### src/rtl/fb_pkg.sv
// fb_pkg: shared types and constants for the VGA text framebuffer writer.
package fb_pkg;

    localparam int FB_COLS          = 80;
    localparam int FB_ROWS          = 30;
    localparam int FB_CELLS_DEFAULT = 2400;

    // Command codes accepted on the request port.
    typedef enum logic [1:0] {
        CMD_WRITE  = 2'd0,
        CMD_PUTC   = 2'd1,
        CMD_SETCUR = 2'd2,
        CMD_CLEAR  = 2'd3
    } fb_cmd_t;

    // Writer FSM states; ST_CLEAR exists only when clearing is built in.
    typedef enum logic {
        ST_IDLE  = 1'b0,
        ST_CLEAR = 1'b1
    } fb_state_t;

    // True when a cell address lies inside the visible framebuffer.
    function automatic logic addr_valid(input logic [31:0] addr, input int unsigned cells);
        return addr < cells;
    endfunction

endpackage

### src/rtl/fb_cmd_fifo.sv
// fb_cmd_fifo: synchronous command FIFO (DEPTH must be a power of two, >= 2).
// Push and pop may happen in the same cycle when neither full nor empty.
module fb_cmd_fifo #(
    parameter int WIDTH = 22,
    parameter int DEPTH = 8
) (
    input  logic                     clk_i,
    input  logic                     rst_i,
    input  logic                     push_i,
    input  logic [WIDTH-1:0]         wdata_i,
    input  logic                     pop_i,
    output logic [WIDTH-1:0]         rdata_o,
    output logic                     full_o,
    output logic                     empty_o,
    output logic [$clog2(DEPTH):0]   count_o
);

    localparam int PTR_W = $clog2(DEPTH);
    localparam int CNT_W = PTR_W + 1;

    logic [WIDTH-1:0] mem_q [DEPTH];
    logic [PTR_W-1:0] wr_ptr_q;
    logic [PTR_W-1:0] rd_ptr_q;
    logic [CNT_W-1:0] count_q;
    logic             do_push;
    logic             do_pop;

    assign full_o  = (count_q == CNT_W'(DEPTH));
    assign empty_o = (count_q == '0);
    assign count_o = count_q;
    assign rdata_o = mem_q[rd_ptr_q];
    assign do_push = push_i && !full_o;
    assign do_pop  = pop_i && !empty_o;

    // Storage write; entries are only ever read after being written.
    // NOTE: the storage array has no reset -- validity is tracked by the
    // pointers and count, so resetting the data would only add muxes.
    always_ff @(posedge clk_i) begin
        if (do_push) begin
            mem_q[wr_ptr_q] <= wdata_i;
        end
    end

    // Pointer and occupancy bookkeeping; pointers wrap naturally (power-of-two depth).
    // NOTE: sequential state uses non-blocking assignments so every register
    // samples pre-edge values regardless of statement order.
    always_ff @(posedge clk_i or posedge rst_i) begin
        if (rst_i) begin
            wr_ptr_q <= '0;
            rd_ptr_q <= '0;
            count_q  <= '0;
        end else begin
            if (do_push) begin
                wr_ptr_q <= wr_ptr_q + PTR_W'(1);
            end
            if (do_pop) begin
                rd_ptr_q <= rd_ptr_q + PTR_W'(1);
            end
            if (do_push && !do_pop) begin
                count_q <= count_q + CNT_W'(1);
            end else if (!do_push && do_pop) begin
                count_q <= count_q - CNT_W'(1);
            end
        end
    end

endmodule

### src/rtl/fb_writer.sv
// fb_writer: command-driven write master for the VGA text framebuffer.
// Optional feature macro: FB_WRITER_CLEAR_EN -- when defined, CMD_CLEAR fills
// every cell and homes the cursor; when undefined, CMD_CLEAR is a no-op and the
// CLEAR state and its counter are not built.
module fb_writer
    import fb_pkg::*;
#(
    parameter int FB_ADDR_W  = 12,
    parameter int FB_DATA_W  = 8,
    parameter int FB_CELLS   = FB_CELLS_DEFAULT,
    parameter int FIFO_DEPTH = 8
) (
    input  logic                 clk50,
    input  logic                 rst,
    input  logic                 req_valid,
    output logic                 req_ready,
    input  logic [1:0]           req_cmd,
    input  logic [FB_ADDR_W-1:0] req_addr,
    input  logic [FB_DATA_W-1:0] req_data,
    output logic [FB_ADDR_W-1:0] fb_addr,
    output logic [FB_DATA_W-1:0] fb_data,
    output logic                 fb_we,
    output logic [FB_ADDR_W-1:0] cursor,
    output logic                 busy
);

    localparam int ENTRY_W = 2 + FB_ADDR_W + FB_DATA_W;
    localparam int CNT_W   = $clog2(FIFO_DEPTH) + 1;
    localparam logic [FB_ADDR_W-1:0] LAST_CELL = FB_ADDR_W'(FB_CELLS - 1);
    localparam logic [FB_ADDR_W-1:0] ADDR_ONE  = FB_ADDR_W'(1);

    logic                 fifo_full;
    logic                 fifo_empty;
    logic [CNT_W-1:0]     fifo_count;
    logic [ENTRY_W-1:0]   head_entry;
    logic                 push;
    logic                 pop;
    fb_cmd_t              head_cmd;
    logic [FB_ADDR_W-1:0] head_addr;
    logic [FB_DATA_W-1:0] head_data;

    logic                 fb_we_q;
    logic [FB_ADDR_W-1:0] fb_addr_q;
    logic [FB_DATA_W-1:0] fb_data_q;
    logic [FB_ADDR_W-1:0] cursor_q;
    logic                 busy_q;
    logic                 idle;

`ifdef FB_WRITER_CLEAR_EN
    fb_state_t            state_q;
    logic [FB_ADDR_W-1:0] clr_cnt_q;
    assign idle = (state_q == ST_IDLE);
`else
    assign idle = 1'b1;
`endif

    // Full is judged on the registered count only, so a pop never opens ready
    // in the same cycle (no push-through).
    assign req_ready = !rst && !fifo_full;
    assign push      = req_valid && req_ready;
    assign pop       = idle && !fifo_empty;

    assign head_cmd  = fb_cmd_t'(head_entry[ENTRY_W-1 -: 2]);
    assign head_addr = head_entry[FB_DATA_W +: FB_ADDR_W];
    assign head_data = head_entry[FB_DATA_W-1:0];

    assign fb_we   = fb_we_q;
    assign fb_addr = fb_addr_q;
    assign fb_data = fb_data_q;
    assign cursor  = cursor_q;
    assign busy    = busy_q;

    fb_cmd_fifo #(
        .WIDTH (ENTRY_W),
        .DEPTH (FIFO_DEPTH)
    ) u_fifo (
        .clk_i   (clk50),
        .rst_i   (rst),
        .push_i  (push),
        .wdata_i ({req_cmd, req_addr, req_data}),
        .pop_i   (pop),
        .rdata_o (head_entry),
        .full_o  (fifo_full),
        .empty_o (fifo_empty),
        .count_o (fifo_count)
    );

    // Command FSM: executes the FIFO head, sweeps the clear, drives the
    // registered write port, cursor and busy flag.
    always_ff @(posedge clk50 or posedge rst) begin
        if (rst) begin
            fb_we_q   <= 1'b0;
            fb_addr_q <= '0;
            fb_data_q <= '0;
            cursor_q  <= '0;
            busy_q    <= 1'b0;
`ifdef FB_WRITER_CLEAR_EN
            state_q   <= ST_IDLE;
            clr_cnt_q <= '0;
`endif
        end else begin
            fb_we_q <= 1'b0;
`ifdef FB_WRITER_CLEAR_EN
            busy_q  <= (fifo_count != '0) || (state_q != ST_IDLE);
`else
            busy_q  <= (fifo_count != '0);
`endif

            if (pop) begin
                case (head_cmd)
                    CMD_WRITE: begin
                        if (addr_valid(32'(head_addr), FB_CELLS)) begin
                            fb_we_q   <= 1'b1;
                            fb_addr_q <= head_addr;
                            fb_data_q <= head_data;
                        end
                    end
                    CMD_PUTC: begin
                        fb_we_q   <= 1'b1;
                        fb_addr_q <= cursor_q;
                        fb_data_q <= head_data;
                        cursor_q  <= (cursor_q == LAST_CELL) ? '0 : cursor_q + ADDR_ONE;
                    end
                    CMD_SETCUR: begin
                        cursor_q <= addr_valid(32'(head_addr), FB_CELLS) ? head_addr : '0;
                    end
                    CMD_CLEAR: begin
`ifdef FB_WRITER_CLEAR_EN
                        fb_we_q   <= 1'b1;
                        fb_addr_q <= '0;
                        fb_data_q <= head_data;
                        if (FB_CELLS == 1) begin
                            cursor_q <= '0;
                        end else begin
                            state_q   <= ST_CLEAR;
                            clr_cnt_q <= ADDR_ONE;
                        end
`endif
                    end
                endcase
            end

`ifdef FB_WRITER_CLEAR_EN
            // Clear sweep: fb_data_q keeps the fill byte latched at the pop.
            if (state_q == ST_CLEAR) begin
                fb_we_q   <= 1'b1;
                fb_addr_q <= clr_cnt_q;
                if (clr_cnt_q == LAST_CELL) begin
                    state_q  <= ST_IDLE;
                    cursor_q <= '0;
                end else begin
                    clr_cnt_q <= clr_cnt_q + ADDR_ONE;
                end
            end
`endif
        end
    end

endmodule

### config.mk
export PLATFORM = sky130hd
export DESIGN_NAME = fb_writer
export DESIGN_NICKNAME = d
export VERILOG_FILES = /design/src/rtl/fb_pkg.sv /design/src/rtl/fb_cmd_fifo.sv /design/src/rtl/fb_writer.sv
export SDC_FILE = /design/constraint.sdc
export NUM_CORES = 1
export LEC_CHECK = 0
export BUFFER_PORTS_ARGS = -buffer_cell sky130_fd_sc_hd__buf_2
export CAP_MARGIN = 0
export CORE_AREA = 2 2 145 147
export CTS_CLUSTER_DIAMETER = 150
export DETAILED_ROUTE_END_ITERATION = 6
export DIE_AREA = 0 0 147 149
export PLACE_DENSITY = 0.62
export SYNTH_ARGS = -nofsm -noshare
export SYNTH_HDL_FRONTEND = slang
export SYNTH_SLANG_ARGS = --single-unit
### constraint.sdc
create_clock -name clk50 -period 7.8 [get_ports clk50]
set_clock_uncertainty 0.15 [all_clocks]
set_input_delay 1.17 -clock clk50 [delete_from_list [all_inputs] [get_ports clk50]]
set_output_delay 1.17 -clock clk50 [all_outputs]
set_load 0.01 [all_outputs]
==> flow_metrics.py, run 1 <==
metrics = {
    "logic_synthesis": {
        "synth_seq_area_share_pct": 71.0,
        "netlist_instances": 489,
        "yosysTopAreaCellShare_pct": 58.8,
        "synth_compound_area_share_pct": 4.09,
        "yosys-top-cells-area": "edfxtp_1, dfrtp_1, mux4_2, mux2_4, o21ai_0",
        "ys_ff_latch": 220,
        "synth_top_family_by_area": "multiplexers",
        "synth_edf_count": 176,
        "synthMuxAreaShare_pct": 17.1,
        "synth_top_area_cell": "edfxtp_1",
        "ys_types": 48,
        "syn_area_sq_um": 8990,
        "synth_top_flop_cell": "edfxtp_1",
        "synth_nets": 523,
        "synth_adder_area_share_pct": 1.25,
        "synth-async-reset-ratio_pct": 20.0,
        "synth_simple_gate_area_share_pct": 3.83,
        "synth-xor-area-share_pct": 0.877,
        "yosys_warnings": 0,
        "postSynthAreaPerCell_sq_um": 18.4,
    },
    "worst_setup_path": {
        "crit_path_cell_trace": "mux4_2 -> mux2i_1 -> ha_1 -> o21ai_0 -> a211oi_4 -> buf_4 -> mux2_4",
        "critPathKind": "register to register",
        "r2r-start": "u_fifo.rd_ptr_q[0]$_DFFE_PP0P_",
        "cpMaxStageDelayCell": "a211oi_4",
        "r2r_cells": 7,
        "cp_max_fo": 26,
        "setup.worst_path.start": "u_fifo.rd_ptr_q[0]$_DFFE_PP0P_",
        "crit_path_start_kind": "register",
        "cpPeakStageDelay_ns": 0.86,
        "endpoint": "fb_addr[0]$_DFFE_PP0P_",
        "critPathRequiredTime_ns": 8.03,
        "cp.arrival_ns": 4.79,
        "ff2ff_setup_slack_ns": 3.24,
        "critPathCaptureType": "register",
        "rr_endpoint": "fb_addr[0]$_DFFE_PP0P_",
    },
    "sta": {
        "finalHoldViolations": 0,
        "finalSetupViolCount": 0,
        "holdWs_ns": 0.360,
        "final.setup.worst_slack_ns": 3.24,
        "grt_setup_unrepaired": "false",
        "fmax_ghz": 0.219,
        "worst_slew_pin_slew_ns": 1.03,
        "slew_headroom_pct": 31.3,
        "maxSlewViolCount": 0,
        "setup_tns_ns": 0,
        "fin_crit_ns": 4.56,
        "post-route-period-util_pct": 58.4,
    },
    "cts": {
        "htreeDepth": 1,
        "insertion_delay_ns": 0.50,
        "cts_sinks": 220,
        "cts_made_buffers": 23,
        "clk_path_buf_depth": 3,
        "cts_root_buffer": "clkbuf_16",
        "postCtsSetupRepairBufs": 0,
        "hold_buffers": 0,
        "tritoncts": "done",
        "clkTransAtPathRegs_ns": 0.06,
        "cts.repair.resized": 0,
    },
    "detailed_routing": {
        "drt_iter0_markers": 271,
        "wl_um": 17600,
        "via_count": 4593,
        "route.antenna.remaining_nets": 0,
        "drcViolationCount": 0,
        "drt_pass1_iterations": 4,
        "viasPerCell": 5.44,
        "wl_per_cell_um": 20.9,
    },
    "placed_design": {
        "post-place-cells": 804,
        "dpl.hpwl_um": 10500,
        "gp_congestion": 0.790,
        "port_buffers": 59,
        "dp_slack_ns": 3.21,
        "place_area_sq_um": 9600,
    },
    "outcome": {
        "status": "finished clean",
    },
    "die": {
        "top_level_ports": 60,
        "num_rows": 53,
        "initial_core_util_pct": 43.7,
        "die_h_um": 149,
        "dieArea_sq_um": 21900,
        "die_width_um": 147,
        "core_region_area_sq_um": 20600,
    },
    "hold_path": {
        "hold_class": "register to register",
        "hold_start": "fb_addr[4]$_DFFE_PP0P_",
    },
    "grt": {
        "antenna_found_initial": 2,
        "grt_pass1_wl_um": 27200,
        "grt_pass1_vias": 4723,
        "grt_start_max_net_pins": 45,
        "grt_usage_pct": 16.4,
        "grt_overflow": 0,
    },
    "pwr": {
        "power_mw": 4.26,
        "p_leak_nw": 3.62,
        "peakVddDrop_mv": 0.164,
        "p_per_area_nw_per_um2": 413,
    },
    "finish": {
        "final_nets": 588,
        "drive_above_1_share_pct": 33.2,
        "diodes": 0,
        "stdcell_area_sq_um": 10300,
        "fin_cells": 844,
        "synthToLayoutAreaGrowth_pct": 14.8,
        "fin_util_pct": 50.2,
        "fill_cells": 1708,
    },
    "run": {
        "maxCapViolations": 0,
    },
}
placed cells by master (no fill, tap or decap), types with 10 or more instances in the layout:
cell | Yosys | routed
buf_2 | 5 | 59
o21ai_0 | 27 | 27
dfrtp_1 | 44 | 43
nand2_1 | 27 | 27
mux2i_1 | 13 | 13
clkbuf_16 | 0 | 23
mux4_2 | 44 | 44
edfxtp_1 | 176 | 176
mux2_4 | 20 | 20
a21oi_1 | 10 | 10
metal layers:
layer	GRT usage, %	wire length, um	vias up
met2	28.9	8880	130
met1	21.2	7470	2360
met5	0	24	-
met4	4.04	296	4
met3	3.15	952	31
li1	-	-	2068
power by group:
group          switching (mW)  internal (mW)
Combinational           0.820          0.776
Sequential              0.162           1.47
Clock                   0.423          0.616
synth_stat cells (2+ instances only):
master / n
a21oi_1: 10
nand4_1: 2
o21ai_0: 27
a31oi_1: 3
nand3_1: 3
ha_1: 9
nand2b_1: 3
o21ai_1: 9
nand2_1: 27
dfrtp_1: 44
buf_1: 3
or2_2: 2
mux2i_1: 13
edfxtp_1: 176
o221ai_1: 4
mux2_4: 20
nor2_1: 13
buf_6: 4
clkbuf_1: 14
xnor2_1: 6
nor3_1: 7
buf_2: 5
mux2_2: 9
xor2_1: 3
mux4_2: 44
inv_1: 7
critical path, delay by kind of cell (launching register included):
family                     cells  cell delay [ns]
buffers and inverters          1             0.39
muxes                          3             1.16
DFF                            1             0.83
adders and majority gates      1             0.73
AOI/OAI and AO/OA              2             1.16
logic make-up (layout without fill, tap and decap cells):
family                     count (synthesis)  count (layout)
DFF                                      220             220
adders and majority gates                  9               9
buffers and inverters                     34             114
and+or+nand+nor                           69              69
AOI/OAI and AO/OA                         61              61
muxes                                     87              87
xor gates and xnor gates                   9               9
flip-flops by register name, summed over array words and instances (netlist names):
signal,cells
cursor,12
fb_addr,12
u_fifo.wr_ptr_q,3
busy,1
u_fifo.mem_q,176
fb_we,1
u_fifo.count_o,4
fb_data,8
u_fifo.rd_ptr_q,3
final cells by class:
| class | count | area [sq um] | area share [%] |
|---|---|---|---|
| Clock inverter | 11 | 105 | 1.02 |
| Clock buffer | 29 | 608 | 5.89 |
| Tap cell | 275 | 344 | 3.33 |
| Timing Repair Buffer | 66 | 348 | 3.37 |
| Multi-Input combinational cell | 235 | 2490 | 24.2 |
| Inverter | 8 | 30.0 | 0.291 |
| Sequential cell | 220 | 6390 | 61.9 |
worst min path at each step:
stage,endpoint,depth (start not counted),slack (ns)
after floorplan,u_fifo.wr_ptr_q[0]$_DFFE_PP0P_,1,0.33
after global placement,fb_addr[4]$_DFFE_PP0P_,1,0.34
after detailed placement,fb_addr[4]$_DFFE_PP0P_,1,0.34
after CTS,fb_addr[10]$_DFFE_PP0P_,1,0.36
after global routing,fb_addr[10]$_DFFE_PP0P_,1,0.37
final,fb_addr[4]$_DFFE_PP0P_,1,0.36
No activity file was read; power rests on OpenSTA's default activity.
==> inputs of run 2 (changes only) <==
Clock period 7.8 ns to 4.8 ns, I/O delays scaled along.
==> run 2 against run 1 <==
Net effect: utilization about the same; wire length decreased by 1.4%; register-to-register slack got worse by 2.2 ns; combinational power increased by 61%; critical path depth unchanged; sequential cell count unchanged; critical path type unchanged.
==> flow_metrics.py, run 2 (synthesized netlist as in run 1, its figures left out) <==
metrics = {
    "die": {
        "die_width_um": 147,
        "core_region_area_sq_um": 20600,
        "top_level_ports": 60,
        "initial_core_util_pct": 43.7,
        "die_h_um": 149,
        "num_rows": 53,
        "dieArea_sq_um": 21900,
    },
    "worst_setup_path": {
        "critPathKind": "register to register",
        "cp_top_family": "multiplexers",
        "rr_endpoint": "fb_addr[6]$_DFFE_PP0P_",
        "cp_num_buf_inv": 1,
        "critPathCaptureType": "register",
        "ff2ff_setup_slack_ns": 1.09,
        "cp.arrival_ns": 3.94,
        "cpMaxStageDelayCell": "ha_1",
        "critical_path_depth": 7,
        "critPathRequiredTime_ns": 5.03,
        "cpPeakStageDelay_ns": 0.71,
        "r2r_cells": 7,
        "setup.worst_path.start": "u_fifo.rd_ptr_q[0]$_DFFE_PP0P_",
        "endpoint": "fb_addr[6]$_DFFE_PP0P_",
        "r2r-start": "u_fifo.rd_ptr_q[0]$_DFFE_PP0P_",
        "crit_path_start_kind": "register",
        "cp_max_fo": 26,
        "crit_path_cell_trace": "mux4_2 -> mux2i_1 -> ha_1 -> o21ai_0 -> a211oi_4 -> buf_4 -> mux2_4",
    },
    "sta": {
        "slew_headroom_pct": 33.4,
        "setup_tns_ns": 0,
        "worst_slew_pin_slew_ns": 0.997,
        "post-route-period-util_pct": 77.3,
        "finalHoldViolations": 0,
        "fmax_ghz": 0.270,
        "grt_setup_unrepaired": "false",
        "maxSlewViolCount": 0,
        "finalSetupViolCount": 0,
        "final.setup.worst_slack_ns": 1.09,
        "fin_crit_ns": 3.71,
    },
    "detailed_routing": {
        "drt_pass1_iterations": 7,
        "via_count": 4596,
        "drcViolationCount": 0,
        "wl_um": 17400,
        "wl_per_cell_um": 20.5,
        "route.antenna.remaining_nets": 0,
        "viasPerCell": 5.43,
        "drt_iter0_markers": 329,
    },
    "cts": {
        "clkTransAtPathRegs_ns": 0.06,
        "cts.repair.resized": 0,
        "cts_root_buffer": "clkbuf_16",
        "clk_path_buf_depth": 3,
        "cts_made_buffers": 22,
        "insertion_delay_ns": 0.51,
        "cts_sinks": 220,
        "htreeDepth": 1,
        "hold_buffers": 0,
        "postCtsSetupRepairBufs": 0,
        "tritoncts": "done",
    },
    "finish": {
        "stdcell_area_sq_um": 10300,
        "fin_util_pct": 50.2,
        "top_register": "u_fifo.mem_q",
        "layout_common_cells": "edfxtp_1, buf_2, mux4_2",
        "final_common_cell": "edfxtp_1",
        "synthToLayoutAreaGrowth_pct": 14.8,
        "fill_cells": 1699,
        "largest_reg_flops": 176,
        "final_nets": 589,
        "drive_above_1_share_pct": 33.6,
        "fin_cells": 846,
        "diodes": 0,
    },
    "placed_design": {
        "port_buffers": 59,
        "post-place-cells": 806,
        "dpl.hpwl_um": 10700,
        "gp_congestion": 0.824,
        "dp_slack_ns": 1.06,
        "place_area_sq_um": 9620,
    },
    "grt": {
        "antenna_found_initial": 2,
        "grt_start_max_net_pins": 45,
        "grt_overflow": 0,
        "grt_usage_pct": 16.1,
        "grt_pass1_vias": 4772,
        "grt_pass1_wl_um": 27000,
    },
    "pwr": {
        "p_leak_nw": 3.63,
        "peakVddDrop_mv": 0.344,
        "p_per_area_nw_per_um2": 670,
    },
    "hold_path": {
        "hold_class": "input pin to asynchronous set/reset pin",
    },
    "outcome": {
        "status": "finished clean",
    },
    "run": {
        "maxCapViolations": 0,
    },
}
-- run 2: changes by cell type in the layout (fill, tap and decap cells not counted) --
cell,delta
clkinv_1,+1
buf_4,+2
clkbuf_1,-2
clkbuf_8,-1
inv_6,+1
clkinv_2,+1
clkinv_8,+1
clkbuf_16,-1
-- run 2: worst min-delay path by stage --
| stage | startpoint | endpoint | slack, ns |
|---|---|---|---|
| after floorplan | u_fifo.wr_ptr_q[0]$_DFFE_PP0P_ | u_fifo.wr_ptr_q[0]$_DFFE_PP0P_ | 0.33 |
| after global placement | fb_addr[10]$_DFFE_PP0P_ | fb_addr[10]$_DFFE_PP0P_ | 0.34 |
| after detailed placement | fb_addr[4]$_DFFE_PP0P_ | fb_addr[4]$_DFFE_PP0P_ | 0.36 |
| after CTS | req_data[6] | u_fifo.mem_q[1][6]$_DFFE_PP_ | 0.31 |
| after global routing | req_data[3] | u_fifo.mem_q[7][3]$_DFFE_PP_ | 0.33 |
| final | rst | fb_data[7]$_DFFE_PP0P_ | 0.31 |
-- run 2: where the power goes --
| part | switching, mW | internal, mW | total [mW] |
|---|---|---|---|
| logic | 1.30 | 1.28 | 2.58 |
| clock network | 0.694 | 0.956 | 1.65 |
| registers | 0.303 | 2.38 | 2.69 |
-- run 2: worst register-to-register path: stages, from the launching register on --
cell	delay, ns
dfrtp_2	0.69
mux4_2	0.57
mux2i_1	0.27
ha_1	0.71
o21ai_0	0.30
a211oi_4	0.28
buf_4	0.30
mux2_4	0.33
-- run 2: per-stage QoR --
stage	total power, mW	hold slack, ns
detailed placement	5.34	0.357
CTS	7.00	0.312
finish	6.91	0.306
global route	7.32	0.325
floorplan	4.67	0.330
global placement	5.24	0.345
-- run 2: layout make-up --
type                    count  area (sq um)  area share [%]
flip-flops and latches    220          6390            61.9
repair buffers             68           363            3.52
inverters                   8          30.0           0.291
clock buffers              25           562            5.44
clock inverters            15           139            1.35
multi-input cells         235          2490            24.2
well taps                 275           344            3.33
-- run 2: routing by layer --
metal | global-route usage, % | vias up | wire length [um]
met3 | 3.09 | 22 | 1030
met4 | 3.94 | 4 | 229
met5 | 0 | - | 27
met1 | 21.2 | 2342 | 7360
met2 | 27.9 | 157 | 8720
li1 | - | 2071 | -
==> inputs of run 3 (changes only) <==
Settings changed: PLACE_DENSITY 0.62 to 0.65.
Clock period 4.8 ns to 3.1 ns, I/O delays scaled along.
==> run 3 against run 2 <==
Net effect: sequential share of layout area decreased by 1.5 points; hold slack worse by 0.23 ns; total power increased by 63%; die area is the same; highest routed layer is now met4; largest cell class unchanged; via count increased by 1.8%; worst setup slack worse by 0.95 ns; design area rose by 2.6%.
==> flow_metrics.py, run 3 (synthesized netlist as in run 1, its figures left out) <==
metrics = {
    "detailed_routing": {
        "wl_um": 18200,
        "drt_iter0_markers": 315,
        "drt_pass1_iterations": 5,
        "viasPerCell": 5.34,
        "route.antenna.remaining_nets": 0,
        "drcViolationCount": 0,
        "via_count": 4678,
        "wl_per_cell_um": 20.8,
    },
    "die": {
        "num_rows": 53,
        "core_region_area_sq_um": 20600,
        "dieArea_sq_um": 21900,
        "die_h_um": 149,
        "top_level_ports": 60,
        "initial_core_util_pct": 43.7,
        "die_width_um": 147,
    },
    "cts": {
        "clk_path_buf_depth": 3,
        "cts_made_buffers": 24,
        "clkTransAtPathRegs_ns": 0.06,
        "htreeDepth": 1,
        "cts_root_buffer": "clkbuf_16",
        "postCtsSetupRepairBufs": 0,
        "cts_sinks": 220,
        "insertion_delay_ns": 0.51,
        "tritoncts": "done",
    },
    "finish": {
        "largest_reg_flops": 176,
        "final_nets": 616,
        "top_register": "u_fifo.mem_q",
        "drive_above_1_share_pct": 35.7,
        "layout_common_cells": "edfxtp_1, buf_2, mux4_2",
        "synthToLayoutAreaGrowth_pct": 17.7,
        "fin_util_pct": 51.5,
        "final_common_cell": "edfxtp_1",
    },
    "grt": {
        "grt_overflow": 0,
        "grt_start_max_net_pins": 32,
        "grt_pass1_vias": 5009,
        "grt_pass1_wl_um": 28400,
        "grt_usage_pct": 17.0,
        "antenna_found_initial": 1,
    },
    "worst_setup_path": {
        "cp_top_family": "multiplexers",
        "r2r-start": "u_fifo.rd_ptr_q[0]$_DFFE_PP0P_",
        "cp_max_fo": 10,
        "cp.arrival_ns": 3.24,
        "critPathCaptureType": "register",
        "crit_path_start_kind": "register",
        "critPathKind": "register to register",
        "setup.worst_path.start": "u_fifo.rd_ptr_q[0]$_DFFE_PP0P_",
        "cpPeakStageDelay_ns": 0.54,
        "crit_path_cell_trace": "mux4_2 -> mux2i_1 -> inv_1 -> ha_1 -> a41o_1 -> or2_2 -> nor4_1 -> a21oi_1 -> o21ai_1",
        "cp_num_buf_inv": 1,
        "critPathRequiredTime_ns": 3.38,
        "cpMaxStageDelayCell": "dfrtp_4",
    },
    "sta": {
        "post-route-period-util_pct": 95.5,
        "setup_tns_ns": 0,
        "finalSetupViolCount": 0,
        "slew_headroom_pct": 44.3,
        "finalHoldViolations": 0,
        "worst_slew_pin_slew_ns": 0.835,
        "grt_setup_unrepaired": "false",
        "fmax_ghz": 0.338,
        "fin_crit_ns": 2.96,
        "holdWs_ns": 0.0724,
        "maxSlewViolCount": 0,
    },
    "placed_design": {
        "port_buffers": 59,
        "gp_congestion": 0.842,
        "dpl.hpwl_um": 11000,
    },
    "hold_path": {
        "hold_class": "input pin to register",
        "hold_start": "req_addr[0]",
    },
    "pwr": {
        "p_leak_nw": 3.79,
        "p_per_area_nw_per_um2": 1060,
        "peakVddDrop_mv": 0.543,
        "power_mw": 11.2,
    },
    "outcome": {
        "status": "finished clean",
    },
    "run": {
        "maxCapViolations": 0,
    },
}
-- run 3: cell type report --
class | count | area (sq um)
Fill cell | 1677 | 9970
Inverter | 8 | 30.0
Multi-Input combinational cell | 235 | 2480
Clock buffer | 37 | 701
Antenna cell | 1 | 2.50
Sequential cell | 220 | 6390
Tap cell | 275 | 344
Clock inverter | 7 | 36.3
Timing Repair Buffer | 93 | 603
-- run 3: routing by layer --
metal  up-vias  GRT usage (%)  share of wire (%)  wire length (um)
li1       2131              -                  -                 -
met1      2371           22.3                 42              7720
met2       143           29.5                 50              9080
met3        33           2.87                5.7              1040
met4         0           4.81                2.2               408
met5         -              0                  0                 0
-- run 3: through the flow --
stage | setup slack, ns | cell area [sq um] | cells
final | 0.139 | 10600 | 876
after global routing | 0.00975 | 10600 | 875
after CTS | 0.118 | 10600 | 875
after detailed placement | 0.125 | 9830 | 830
after global placement | 0.189 | 9830 | 830
after floorplan | 0.00707 | 9010 | 489
-- run 3: repair_timing --
action | 4_1_cts | 5_1_grt
hold buffers | 1 | 0
endpoints found under the hold margin | 21 | 0
resized for setup | 0 | 1
endpoints found under the setup margin | 0 | 20
-- run 3: worst paths after layout --
path | depth (start not counted) | to | slack, ns
setup / recovery | 9 | cursor[7]$_DFFE_PP0P_ | 0.14
hold / removal | 1 | u_fifo.mem_q[7][8]$_DFFE_PP_ | 0.07
setup reg to reg | 9 | cursor[7]$_DFFE_PP0P_ | 0.14
hold reg to reg | 1 | fb_addr[9]$_DFFE_PP0P_ | 0.36
max in group asynchronous | 4 | cursor[9]$_DFFE_PP0P_ | 1.54
min in group asynchronous | 3 | u_fifo.count_o[0]$_DFFE_PP0P_ | 0.54
-- run 3: where the power goes --
group	internal, mW	leakage [nW]	total (mW)	switching [mW]
registers	3.70	2.12	4.10	0.400
clock network	1.55	0.360	2.65	1.09
logic	2.34	1.30	4.50	2.16
